**src/rtl/fmadd_lzd_normalizer.sv**
```systemverilog
// Normalises the raw FMADD mantissa sum using the LZD count and produces a bfloat16
// 1.7 mantissa with guard/round/sticky bits. The coarse shift is in S1 and the fine shift in S2.
module fmadd_lzd_normalizer #(
    parameter int MANT_W  = 32,
    parameter int LZ_W    = 5,
    parameter int EXP_W   = 10,
    parameter int OUT_M   = 8,
    parameter int EXP_ADJ = 1
) (
    input  logic                 clk,
    input  logic                 rst,
    input  logic                 in_valid,
    output logic                 in_ready,
    input  logic [MANT_W-1:0]    in_mant,
    input  logic [LZ_W-1:0]      in_lz,
    input  logic [EXP_W-1:0]     in_exp,
    output logic                 out_valid,
    input  logic                 out_ready,
    output logic [OUT_M-1:0]     out_mant,
    output logic [2:0]           out_grs,
    output logic [EXP_W-1:0]     out_exp,
    output logic                 out_zero,
    output logic                 out_uflow,
    output logic                 out_oflow
);

    localparam int G_BIT = MANT_W - OUT_M - 1;
    localparam int R_BIT = MANT_W - OUT_M - 2;
    localparam logic signed [EXP_W:0] ADJ_C   = (EXP_W+1)'(EXP_ADJ);
    localparam logic signed [EXP_W:0] OFLOW_C = (EXP_W+1)'(255);
    localparam logic signed [EXP_W:0] ZERO_C  = {(EXP_W+1){1'b0}};

    logic                     s2_load_s;
    logic                     s1_load_s;
    logic [MANT_W-1:0]        m1_s;
    logic signed [EXP_W:0]    e1_s;
    logic signed [EXP_W:0]    lz_ext_s;
    logic [MANT_W-1:0]        m2_s;

    logic                     s1_valid_r;
    logic [MANT_W-1:0]        s1_mant_r;
    logic [2:0]               s1_fine_r;
    logic signed [EXP_W:0]    s1_exp_r;
    logic                     s1_zero_r;

    logic [OUT_M-1:0]         nx_mant_s;
    logic [2:0]               nx_grs_s;
    logic [EXP_W-1:0]         nx_exp_s;
    logic                     nx_zero_s;
    logic                     nx_uflow_s;
    logic                     nx_oflow_s;

    // Pipeline advance control: S2 frees when empty or accepted, S1 follows S2.
    always_comb begin
        s2_load_s = !out_valid || out_ready;
        s1_load_s = !s1_valid_r || s2_load_s;
        in_ready  = !rst && s1_load_s;
    end

    // Stage 1 datapath: byte-granular coarse shift and widened exponent adjust.
    always_comb begin
        m1_s     = in_mant << {in_lz[LZ_W-1:3], 3'b000};
        lz_ext_s = {{(EXP_W+1-LZ_W){1'b0}}, in_lz};
        e1_s     = $signed({in_exp[EXP_W-1], in_exp}) + ADJ_C - lz_ext_s;
    end

    // Stage 1 register; zero detect comes from the mantissa since in_lz=0 is ambiguous.
    always_ff @(posedge clk) begin
        if (rst) begin
            s1_valid_r <= 1'b0;
            s1_mant_r  <= {MANT_W{1'b0}};
            s1_fine_r  <= 3'b000;
            s1_exp_r   <= {(EXP_W+1){1'b0}};
            s1_zero_r  <= 1'b0;
        end else if (s1_load_s) begin
            s1_valid_r <= in_valid;
            if (in_valid) begin
                s1_mant_r <= m1_s;
                s1_fine_r <= in_lz[2:0];
                s1_exp_r  <= e1_s;
                s1_zero_r <= (in_mant == {MANT_W{1'b0}});
            end
        end
    end

    // Stage 2 datapath: fine shift, GRS extraction and exponent classification by priority.
    always_comb begin
        m2_s       = s1_mant_r << s1_fine_r;
        nx_mant_s  = m2_s[MANT_W-1 -: OUT_M];
        nx_grs_s   = {m2_s[G_BIT], m2_s[R_BIT], |m2_s[R_BIT-1:0]};
        nx_exp_s   = s1_exp_r[EXP_W-1:0];
        nx_zero_s  = 1'b0;
        nx_uflow_s = 1'b0;
        nx_oflow_s = 1'b0;
        if (s1_zero_r) begin
            nx_zero_s = 1'b1;
            nx_mant_s = {OUT_M{1'b0}};
            nx_grs_s  = 3'b000;
            nx_exp_s  = {EXP_W{1'b0}};
        end else if (s1_exp_r <= ZERO_C) begin
            nx_uflow_s = 1'b1;
            nx_mant_s  = {OUT_M{1'b0}};
            nx_grs_s   = 3'b000;
            nx_exp_s   = {EXP_W{1'b0}};
        end else if (s1_exp_r >= OFLOW_C) begin
            nx_oflow_s = 1'b1;
        end else begin
            nx_oflow_s = 1'b0;
        end
    end

    // Stage 2 output register; data holds while out_valid waits for out_ready.
    always_ff @(posedge clk) begin
        if (rst) begin
            out_valid <= 1'b0;
            out_mant  <= {OUT_M{1'b0}};
            out_grs   <= 3'b000;
            out_exp   <= {EXP_W{1'b0}};
            out_zero  <= 1'b0;
            out_uflow <= 1'b0;
            out_oflow <= 1'b0;
        end else if (s2_load_s) begin
            out_valid <= s1_valid_r;
            if (s1_valid_r) begin
                out_mant  <= nx_mant_s;
                out_grs   <= nx_grs_s;
                out_exp   <= nx_exp_s;
                out_zero  <= nx_zero_s;
                out_uflow <= nx_uflow_s;
                out_oflow <= nx_oflow_s;
            end
        end
    end

endmodule

```
**config.mk**
```make
export PLATFORM = sky130hd
export DESIGN_NAME = fmadd_lzd_normalizer
export DESIGN_NICKNAME = d
export VERILOG_FILES = /design/src/rtl/fmadd_lzd_normalizer.sv
export SDC_FILE = /design/constraint.sdc
export NUM_CORES = 1
export LEC_CHECK = 0
export BUFFER_PORTS_ARGS = -buffer_cell sky130_fd_sc_hd__buf_2
export CORE_ASPECT_RATIO = 0.5
export CORE_UTILIZATION = 45
export DETAILED_ROUTE_END_ITERATION = 6
export GPL_TIMING_DRIVEN = 1
export PLACE_DENSITY = 0.74
export SYNTH_ARGS = -nofsm -noshare
export SYNTH_HDL_FRONTEND = slang
export SYNTH_SLANG_ARGS = --single-unit
```
**constraint.sdc**
```tcl
create_clock -name clk -period 8.2 [get_ports clk]
set_input_delay 1.64 -clock clk [delete_from_list [all_inputs] [get_ports clk]]
set_output_delay 1.64 -clock clk [all_outputs]
set_load 0.005 [all_outputs]
```
==> flow_summary.json, run 1 <==
{
  "critPathLaunchType": "input port",
  "drv_slew": 0,
  "num_rows": 24,
  "rsz0062_at_grt": "no",
  "endpoint_kind": "output port",
  "arrival_ns": 2.63,
  "finalWirelength_um": 11300,
  "fin_skew_ns": 0.00431,
  "ir_drop_uv": 114,
  "area_growth_syn_to_layout_pct": 16.4,
  "routedWlPerCell_um": 17.1,
  "post_cts_resized": 0,
  "dpl_worst_slack_ns": 3.94,
  "seq_area_frac_synth_pct": 34.7,
  "grt_pass1_vias": 3496,
  "grt_antenna_before_repair": 0,
  "synth_flop_cell": "dfxtp_1",
  "grt_max_degree": 81,
  "drc": 4,
  "cap_viol_max_count": 0,
  "start_util_pct": 47.3,
  "p_per_area_nw_per_um2": 200,
  "yosys-top-cells-area": "dfxtp_1, nand2_1, a21oi_1, mux2_2, mux4_2",
  "cts_buffer_depth": 2,
  "die_y_um": 70.4,
  "drtPass1Iterations": 7,
  "syn_inst": 488,
  "synth_edf_count": 0,
  "synth_common_cells": "dfxtp_1, nand2_1, nor2_1",
  "hold_path_class": "register to register",
  "max_freq_mhz": 234,
  "path_class": "input port to output port",
  "ys_types": 47,
  "status": "finished, violations left",
  "worst_slew_margin_rel_pct": 34.2,
  "grt_pass1_wl_um": 18300,
  "clk_pin_slew_ns": 0.06,
  "finalCritPeriodShare_pct": 52.1,
  "leakage_uw": 0.00204,
  "hpwlAfterDp_um": 8060,
  "p_clk_share_pct": 41.8,
  "critPathMaxStageDelay_ns": 0.63,
  "min_period_ns": 4.27,
  "die_area_um2": 9760,
  "io_pins": 77,
  "synth.largest_area_cell": "dfxtp_1",
  "share_comb_of_total_power_pct": 17.8,
  "setup_viol": 0,
  "yosysMostFrequentCell": "dfxtp_1",
  "fin_ws_ns": 3.93,
  "gr-total-overflow": 0,
  "regToRegSetupSlack_ns": 5.99,
  "diodes": 0,
  "p_sw_share_pct": 27.5,
  "syn-num-nets": 554,
  "postLayoutCoreUtil_pct": 55.1,
  "antenna_left": 0,
  "htreeDepth": 3,
  "syn_area_per_cell_um2": 8.62,
  "place_congestion": 0.897,
  "portBuffers": 76,
  "p_sw_uw": 270,
  "ys_ff_latch": 73,
  "ctsHoldBuffers": 0,
  "hold_viol": 0,
  "post_cts_buffers": 0,
  "required_ns": 6.56,
  "cts_inserted_buffers": 9,
  "drtIter0Drc": 359,
  "setup_tns_ns": 0,
  "layout.nets": 606,
  "violations": "design-rule violations",
  "yosys_warnings": 0,
  "synth_area_um2": 4210,
  "vias_per_cell": 5.91,
  "synth_top_area_share_pct": 34.7,
  "grt_use_total_pct": 24.3,
  "die_w_um": 139,
  "slowest_stage": "buf_4",
  "power_frac_seq_pct": 40.4,
  "cts_tree": "built",
  "cp_common_cell": "buf_2",
  "p_int_uw": 711,
  "num_vias": 3910,
  "tightest_slew_ns": 0.987,
  "worstPathCellList": "buf_2, buf_4, nor2_1, buf_2",
  "worstPathMaxFanout": 80,
  "cts-root-buf": "clkbuf_16",
  "async_reset_ff_share_pct": 0,
  "coreArea_um2": 8890,
  "clock_latency_ns": 0.34,
  "cts_num_sinks": 73,
  "layout-drive-gt1-share_pct": 24.6
}
-- flip-flops by register name, summed over array words and instances, names as in the netlist --
signal,cells
s1_zero_r,1
out_zero,1
out_oflow,1
out_mant,8
out_uflow,1
out_grs,3
s1_mant_r,32
out_exp,10
s1_exp_r,11
s1_fine_r,3
s1_valid_r,1
out_valid,1
-- cell families after synthesis --
| family | count (synthesis) | synth area share (%) |
|---|---|---|
| AOI/OAI and AO/OA | 102 | 16.5 |
| adders and majority gates | 15 | 4.64 |
| and+or+nand+nor | 186 | 21.3 |
| buffers and inverters | 60 | 6.33 |
| muxes | 52 | 16.6 |
| DFF | 73 | 34.7 |
-- power by group through the flow --
| stage | combinational (uW) | sequential (uW) | clock (uW) |
|---|---|---|---|
| finish | 175 | 396 | 410 |
| global route | 191 | 399 | 431 |
| CTS | 172 | 396 | 413 |
| detailed placement | 170 | 403 | 0 |
| global placement | 167 | 402 | 0 |
| floorplan | 126 | 393 | 0 |
-- critical path, delay by kind of cell --
kind | cells | cell delay, ns
buffers and inverters | 3 | 0.86
and+or+nand+nor | 1 | 0.10
-- path summary, 6_finish.rpt --
check / to / from / cells after the start
max: in_ready / rst / 4
min: s1_mant_r[10] / s1_mant_r[10] / 2
max reg2reg: out_mant[3] / s1_fine_r[1] / 4
min reg2reg: s1_mant_r[10] / s1_mant_r[10] / 2
-- through the flow --
stage          cells  hold WS (ns)  instance area (um^2)  power [uW]
3_3_place_gp     646         0.440                  4580         569
5_1_grt          662         0.476                  4900        1020
6_report         662         0.448                  4900         981
4_1_cts          662         0.450                  4900         981
2_1_floorplan    488         0.432                  4210         519
3_5_place_dp     646         0.444                  4580         573
-- per-layer routing --
layer	up-vias	routed length, um	GRT usage (%)
met5	-	0	0
met4	0	140	6.79
met3	15	927	6.79
met2	161	4570	34.9
met1	1834	5680	35.2
li1	1900	-	-
-- area by class of cell --
cell class / count / area [um^2]
clock buffers: 12 / 267
clock inverters: 4 / 50.0
fillers: 837 / 3990
inverters: 22 / 82.6
multi-input cells: 355 / 2490
flip-flops and latches: 73 / 1460
well taps: 117 / 146
repair buffers: 79 / 403
-- cell usage in the layout, fill, tap and decap left out, types with 2 or more instances in the layout --
cell / Yosys / layout
buf_2: 12 / 76
dfxtp_1: 73 / 73
nand2_1: 58 / 58
nor2_1: 45 / 44
a21oi_1: 42 / 42
nand3_1: 22 / 22
inv_1: 21 / 21
a32oi_1: 20 / 20
mux2i_1: 19 / 19
mux2_2: 18 / 18
nor4_1: 17 / 17
ha_1: 14 / 14
or3_1: 12 / 12
nor3_1: 10 / 9
mux4_2: 9 / 9
clkbuf_16: 0 / 9
a221oi_1: 8 / 8
nand2b_1: 6 / 6
o211ai_1: 5 / 5
mux2_4: 5 / 5
a211oi_1: 4 / 4
o21ai_0: 4 / 4
o21a_1: 4 / 4
a31oi_1: 4 / 4
a211o_1: 4 / 4
nand4_1: 4 / 4
nand4b_1: 3 / 3
clkbuf_8: 0 / 3
buf_4: 0 / 3
or4b_2: 2 / 2
nor2b_1: 2 / 2
a21o_1: 2 / 2
clkinvlp_4: 0 / 2
Power figures use the tool's default switching activity.
==> inputs of run 2 (changes only) <==
Settings changed: ABC_AREA from default to 1, PLACE_DENSITY 0.74 to 0.73.
Clock period 8.2 ns to 4 ns, I/O delays scaled along.
==> flow_summary.json, run 2 <==
{
  "status": "finished clean",
  "slowest_stage": "buf_2",
  "ir_drop_uv": 211,
  "finalWirelength_um": 10800,
  "setup_tns_ns": 0,
  "grt_antenna_before_repair": 0,
  "num_rows": 25,
  "yosys.area_share.simple_pct": 27.3,
  "post_cts_resized": 0,
  "seq_area_frac_synth_pct": 32.7,
  "coreArea_um2": 9540,
  "worstPathMaxFanout": 28,
  "die_area_um2": 10400,
  "arrival_ns": 2.78,
  "io_pins": 77,
  "drc": 0,
  "worstPathCellList": "buf_2, inv_2, ha_1, ha_1, a21oi_1, nor2_1, nor2_1, nand2_1, nand2_1, nand3_1, o211ai_1, inv_1",
  "drtIter0Drc": 243,
  "cts_inserted_buffers": 9,
  "max_freq_mhz": 390,
  "clk_pin_slew_ns": 0.05,
  "largest_register_ffs": 32,
  "area_growth_syn_to_layout_pct": 14.4,
  "layout-drive-gt1-share_pct": 25.2,
  "diodes": 0,
  "post_cts_buffers": 0,
  "grt_max_degree": 54,
  "critical_path.top_delay_family": "adder cells",
  "place_congestion": 0.868,
  "n_fill_cell": 931,
  "regMostFlops": "s1_mant_r",
  "leakage_uw": 0.00226,
  "worst_slew_margin_rel_pct": 50.7,
  "routed.top_layer": "met4",
  "grt_use_total_pct": 22.5,
  "critPathBufInv": 3,
  "ys_types": 38,
  "cap_viol_max_count": 0,
  "synth_top_family_by_area": "simple AND/OR/NAND/NOR gates",
  "syn_inst": 633,
  "vias_per_cell": 5.18,
  "synth-xor-area-share_pct": 0.783,
  "cts-root-buf": "clkbuf_16",
  "path_class": "input port to register",
  "num_vias": 4273,
  "synth_top_area_share_pct": 32.7,
  "fin_skew_ns": 0.00474,
  "place_area_um2": 4840,
  "met2WireLength_um": 4990,
  "cts_tree": "built",
  "die_w_um": 143,
  "syn-num-nets": 699,
  "ctsHoldBuffers": 0,
  "layout.nets": 751,
  "hold_viol": 0,
  "wl_met1_um": 5280,
  "start_util_pct": 46.9,
  "hpwlAfterDp_um": 7940,
  "ys_ff_latch": 73,
  "finalCritPeriodShare_pct": 64.1,
  "min-delay-start": "s1_mant_r[8]",
  "final_common_cell": "nand2_1",
  "hold_path_class": "register to register",
  "synth_area_um2": 4480,
  "synth_compound_area_share_pct": 23.3,
  "met3RoutedLength_um": 450,
  "grt_pass1_vias": 3836,
  "endpoint_kind": "register",
  "synth_fa_ha_area_share_pct": 4.36,
  "gr-total-overflow": 0,
  "synth_edf_count": 0,
  "final_cell_mix": "nand2_1, buf_2, dfxtp_1",
  "die_y_um": 72.5,
  "synth.largest_area_cell": "dfxtp_1",
  "syn_area_per_cell_um2": 7.07,
  "async_reset_ff_share_pct": 0,
  "min_period_ns": 2.56,
  "setup_viol": 0,
  "cts_num_sinks": 73,
  "clock_latency_ns": 0.33,
  "grt_pass1_wl_um": 18200,
  "cts_buffer_depth": 2,
  "p_per_area_nw_per_um2": 381,
  "yosysMostFrequentCell": "nand2_1",
  "drtPass1Iterations": 5,
  "required_ns": 4.21,
  "rsz0062_at_grt": "no",
  "critPathMaxStageDelay_ns": 0.41,
  "reg_top3": "s1_mant_r (32), s1_exp_r (11), out_exp (10)",
  "critPathLaunchType": "input port",
  "portBuffers": 76,
  "r2r-start": "out_valid",
  "yosys-top-cells-area": "dfxtp_1, nand2_1, o21ai_1, inv_1, a21oi_1",
  "critPathLaunch": "in_lz[3]",
  "routedWlPerCell_um": 13.1,
  "antenna_left": 0,
  "drv_slew": 0,
  "finish.instance_area_um2": 5120,
  "yosys_warnings": 0,
  "tightest_slew_ns": 0.738,
  "htreeDepth": 3,
  "synth_flop_cell": "dfxtp_1",
  "muxShareOfSynthArea_pct": 0.224,
  "synth_common_cells": "nand2_1, dfxtp_1, inv_1"
}
==> run 2: cells by family (layout without fill, tap and decap cells) <==
kind of cell,after synthesis,in the layout
simple gates,259,259
xor+xnor,4,4
flops,73,73
mux,1,1
compound gates,165,165
buf+inv,116,173
fa+ha+maj,15,15
==> run 2: area by class of cell <==
type                            instances  area, um^2  share of cell area, %
Multi-Input combinational cell        444        2510                   49.0
Sequential cell                        73        1460                   28.5
Tap cell                              135         169                   3.30
Clock buffer                           14         264                   5.16
Clock inverter                          2        12.5                  0.244
Inverter                               76         288                   5.62
Timing Repair Buffer                   81         418                   8.16
==> run 2: metal layers <==
layer	global-route usage [%]	vias to the layer above
met5	0	-
li1	-	2227
met2	36.2	101
met1	30.6	1933
met3	4.69	12
met4	6.33	0
==> run 2: worst reg2reg max path: stages (launching register included) <==
cell and delay, ns:
dfxtp_1 0.34, nand2_2 0.12, nand2_4 0.18, nor2_4 0.18, nand2_2 0.08, nor2_4 0.56
nand3_1 0.18, a21oi_1 0.15
==> run 2: stage by stage <==
stage | hold WS, ns | util [%] | worst slack [ns] | instances | total power, uW
floorplan | 0.430 | - | 1.31 | 633 | 1120
global route | 0.476 | 53.7 | 1.21 | 825 | 2060
finish | 0.460 | 53.7 | 1.44 | 825 | 1950
CTS | 0.461 | 53.7 | 1.48 | 825 | 1960
detailed placement | 0.452 | 50.8 | 1.15 | 809 | 1220
global placement | 0.442 | 50.8 | 1.18 | 809 | 1210
==> run 2: worst paths after layout <==
path / endpoint / slack (ns) / depth (start not counted)
max: s1_exp_r[6] / 1.44 / 12
min: s1_mant_r[8] / 0.46 / 2
max reg2reg: out_mant[5] / 2.15 / 7
min reg2reg: s1_mant_r[8] / 0.46 / 2
==> run 2: power breakdown <==
part           internal [uW]  switching (uW)  total, uW
logic                    147             243        390
registers                776            43.4        819
clock network            453             288        741
==> inputs of run 3 (changes only) <==
Clock period 4 ns to 2.4 ns, I/O delays scaled along.
==> flow_summary.json, run 3 (synthesized netlist as in run 2, its figures left out) <==
{
  "status": "finished clean",
  "slowest_stage": "fa_1",
  "worstRegToRegCells": 8,
  "tightest_slew_ns": 0.748,
  "required_ns": 2.63,
  "clock_latency_ns": 0.33,
  "whs_ns": 0.433,
  "grt_pass1_wl_um": 18700,
  "drc": 0,
  "layout.nets": 758,
  "finalCritPeriodShare_pct": 86.4,
  "io_pins": 77,
  "grt_use_total_pct": 23.1,
  "min_period_ns": 2.07,
  "drtPass1Iterations": 5,
  "p_total_uw": 3500,
  "grt_pass1_vias": 3954,
  "portBuffers": 76,
  "hold_path_class": "input port to register",
  "num_vias": 4301,
  "min_to": "s1_fine_r[0]",
  "post-place-cells": 816,
  "critPathMaxStageDelay_ns": 0.40,
  "reg_top3": "s1_mant_r (32), s1_exp_r (11), out_exp (10)",
  "regMostFlops": "s1_mant_r",
  "grt_antenna_before_repair": 0,
  "grt_max_degree": 54,
  "ir_drop_uv": 345,
  "layout-drive-gt1-share_pct": 26.4,
  "coreArea_um2": 9540,
  "post_cts_resized": 0,
  "n_fill_cell": 950,
  "final_common_cell": "nand2_1",
  "worstPathMaxFanout": 3,
  "cts_tree": "built",
  "ctsHoldBuffers": 0,
  "p_sw_uw": 986,
  "start_util_pct": 46.9,
  "die_area_um2": 10400,
  "power_frac_seq_pct": 39.0,
  "antenna_left": 0,
  "die_w_um": 143,
  "place_congestion": 0.877,
  "r2r-start": "s1_fine_r[0]",
  "fin_ws_ns": 0.326,
  "p_per_area_nw_per_um2": 669,
  "leakage_uw": 0.00232,
  "worst_slew_margin_rel_pct": 50.1,
  "hpwlAfterDp_um": 7970,
  "routedWlPerCell_um": 13.2,
  "num_rows": 25,
  "instances_no_fill": 832,
  "vias_per_cell": 5.17,
  "min-delay-start": "in_lz[0]",
  "dpl_worst_slack_ns": -0.0201,
  "share_comb_of_total_power_pct": 19.1,
  "final_cell_mix": "nand2_1, buf_2, dfxtp_1",
  "drtIter0Drc": 286,
  "drv_slew": 0,
  "clk_pin_slew_ns": 0.06,
  "worstPathCellList": "buf_2, ha_1, inv_1, ha_1, inv_1, fa_1, o21ai_1, nand4_1, nand3_1, nand3_1, nand2_1, inv_1",
  "fin_skew_ns": 0.00535,
  "post_cts_buffers": 0,
  "critPathLaunchType": "input port",
  "cap_viol_max_count": 0,
  "cp_common_cell": "inv_1",
  "hold_viol": 0,
  "cts-root-buf": "clkbuf_16",
  "path_class": "input port to register",
  "cts_inserted_buffers": 9,
  "gr-total-overflow": 0,
  "worstReg2RegEnd": "out_mant[7]",
  "largest_register_ffs": 32,
  "p_clk_share_pct": 41.9,
  "area_growth_syn_to_layout_pct": 16.8,
  "cts_num_sinks": 73,
  "diodes": 0,
  "setup_viol": 0,
  "min_path_cells": 3,
  "max_freq_mhz": 482,
  "finalWirelength_um": 11000,
  "htreeDepth": 3,
  "regToRegSetupSlack_ns": 0.73,
  "cts_buffer_depth": 2,
  "p_int_uw": 2510,
  "endpoint_kind": "register",
  "arrival_ns": 2.30,
  "p_sw_share_pct": 28.2,
  "rsz0062_at_grt": "no",
  "die_y_um": 72.5
}
[run 3: cell types whose count changed in the layout (fill, tap and decap cells not counted)]
| cell | previous run | this run |
|---|---|---|
| buf_4 | 5 | 12 |
| clkbuf_1 | 3 | 0 |
| bufinv_16 | 0 | 2 |
| clkinv_2 | 1 | 2 |
[run 3: per-stage QoR]
step	util, %	TNS (ns)	instance area (um^2)
2_1_floorplan	-	0	4480
3_3_place_gp	51.3	0	4900
3_5_place_dp	51.3	-0.0201	4900
4_1_cts	54.8	0	5230
5_1_grt	54.8	0	5230
6_report	54.8	0	5230
[run 3: layout make-up]
cell class              instances  area (um^2)  share of cell area, %
well taps                     135          169                   3.23
multi-input cells             444         2510                   48.0
flip-flops and latches         73         1460                   28.0
clock buffers                  11          253                   4.84
repair buffers                 88          470                   9.00
clock inverters                 5         77.6                   1.48
inverters                      76          288                   5.51
[run 3: power groups by stage]
stage | sequential [uW] | combinational, uW | clock [uW]
after floorplan | 1360 | 503 | 0
after global placement | 1390 | 650 | 0
after detailed placement | 1390 | 659 | 0
after CTS | 1360 | 666 | 1500
after global routing | 1380 | 757 | 1550
final | 1360 | 667 | 1470
[run 3: layer usage]
layer  track usage [%]  vias up  routed length (um)
met5                 0        -                   0
met4              7.29        0                 118
met3              7.19        8                 754
met2              37.1      113                4890
met1              29.6     1943                5210
li1                  -     2237                   -
[run 3: worst max-delay path by stage]
| stage | cells past startpoint | end | slack [ns] | startpoint |
|---|---|---|---|---|
| after global routing | 12 | s1_exp_r[9] | 0.20 | in_lz[1] |
| after floorplan | 12 | s1_exp_r[7] | 0.03 | in_lz[4] |
| final | 12 | s1_exp_r[9] | 0.33 | in_lz[1] |
| after global placement | 12 | s1_exp_r[9] | 0.06 | in_lz[1] |
| after detailed placement | 12 | s1_exp_r[9] | -0.02 | in_lz[1] |
| after CTS | 12 | s1_exp_r[9] | 0.34 | in_lz[1] |
[run 3: critical path: cells and delay by family]
family	cells	cell delay (ns)
adders and majority gates	3	0.87
and+or+nand+nor	4	0.39
buffers and inverters	4	0.30
AOI/OAI and AO/OA	1	0.27
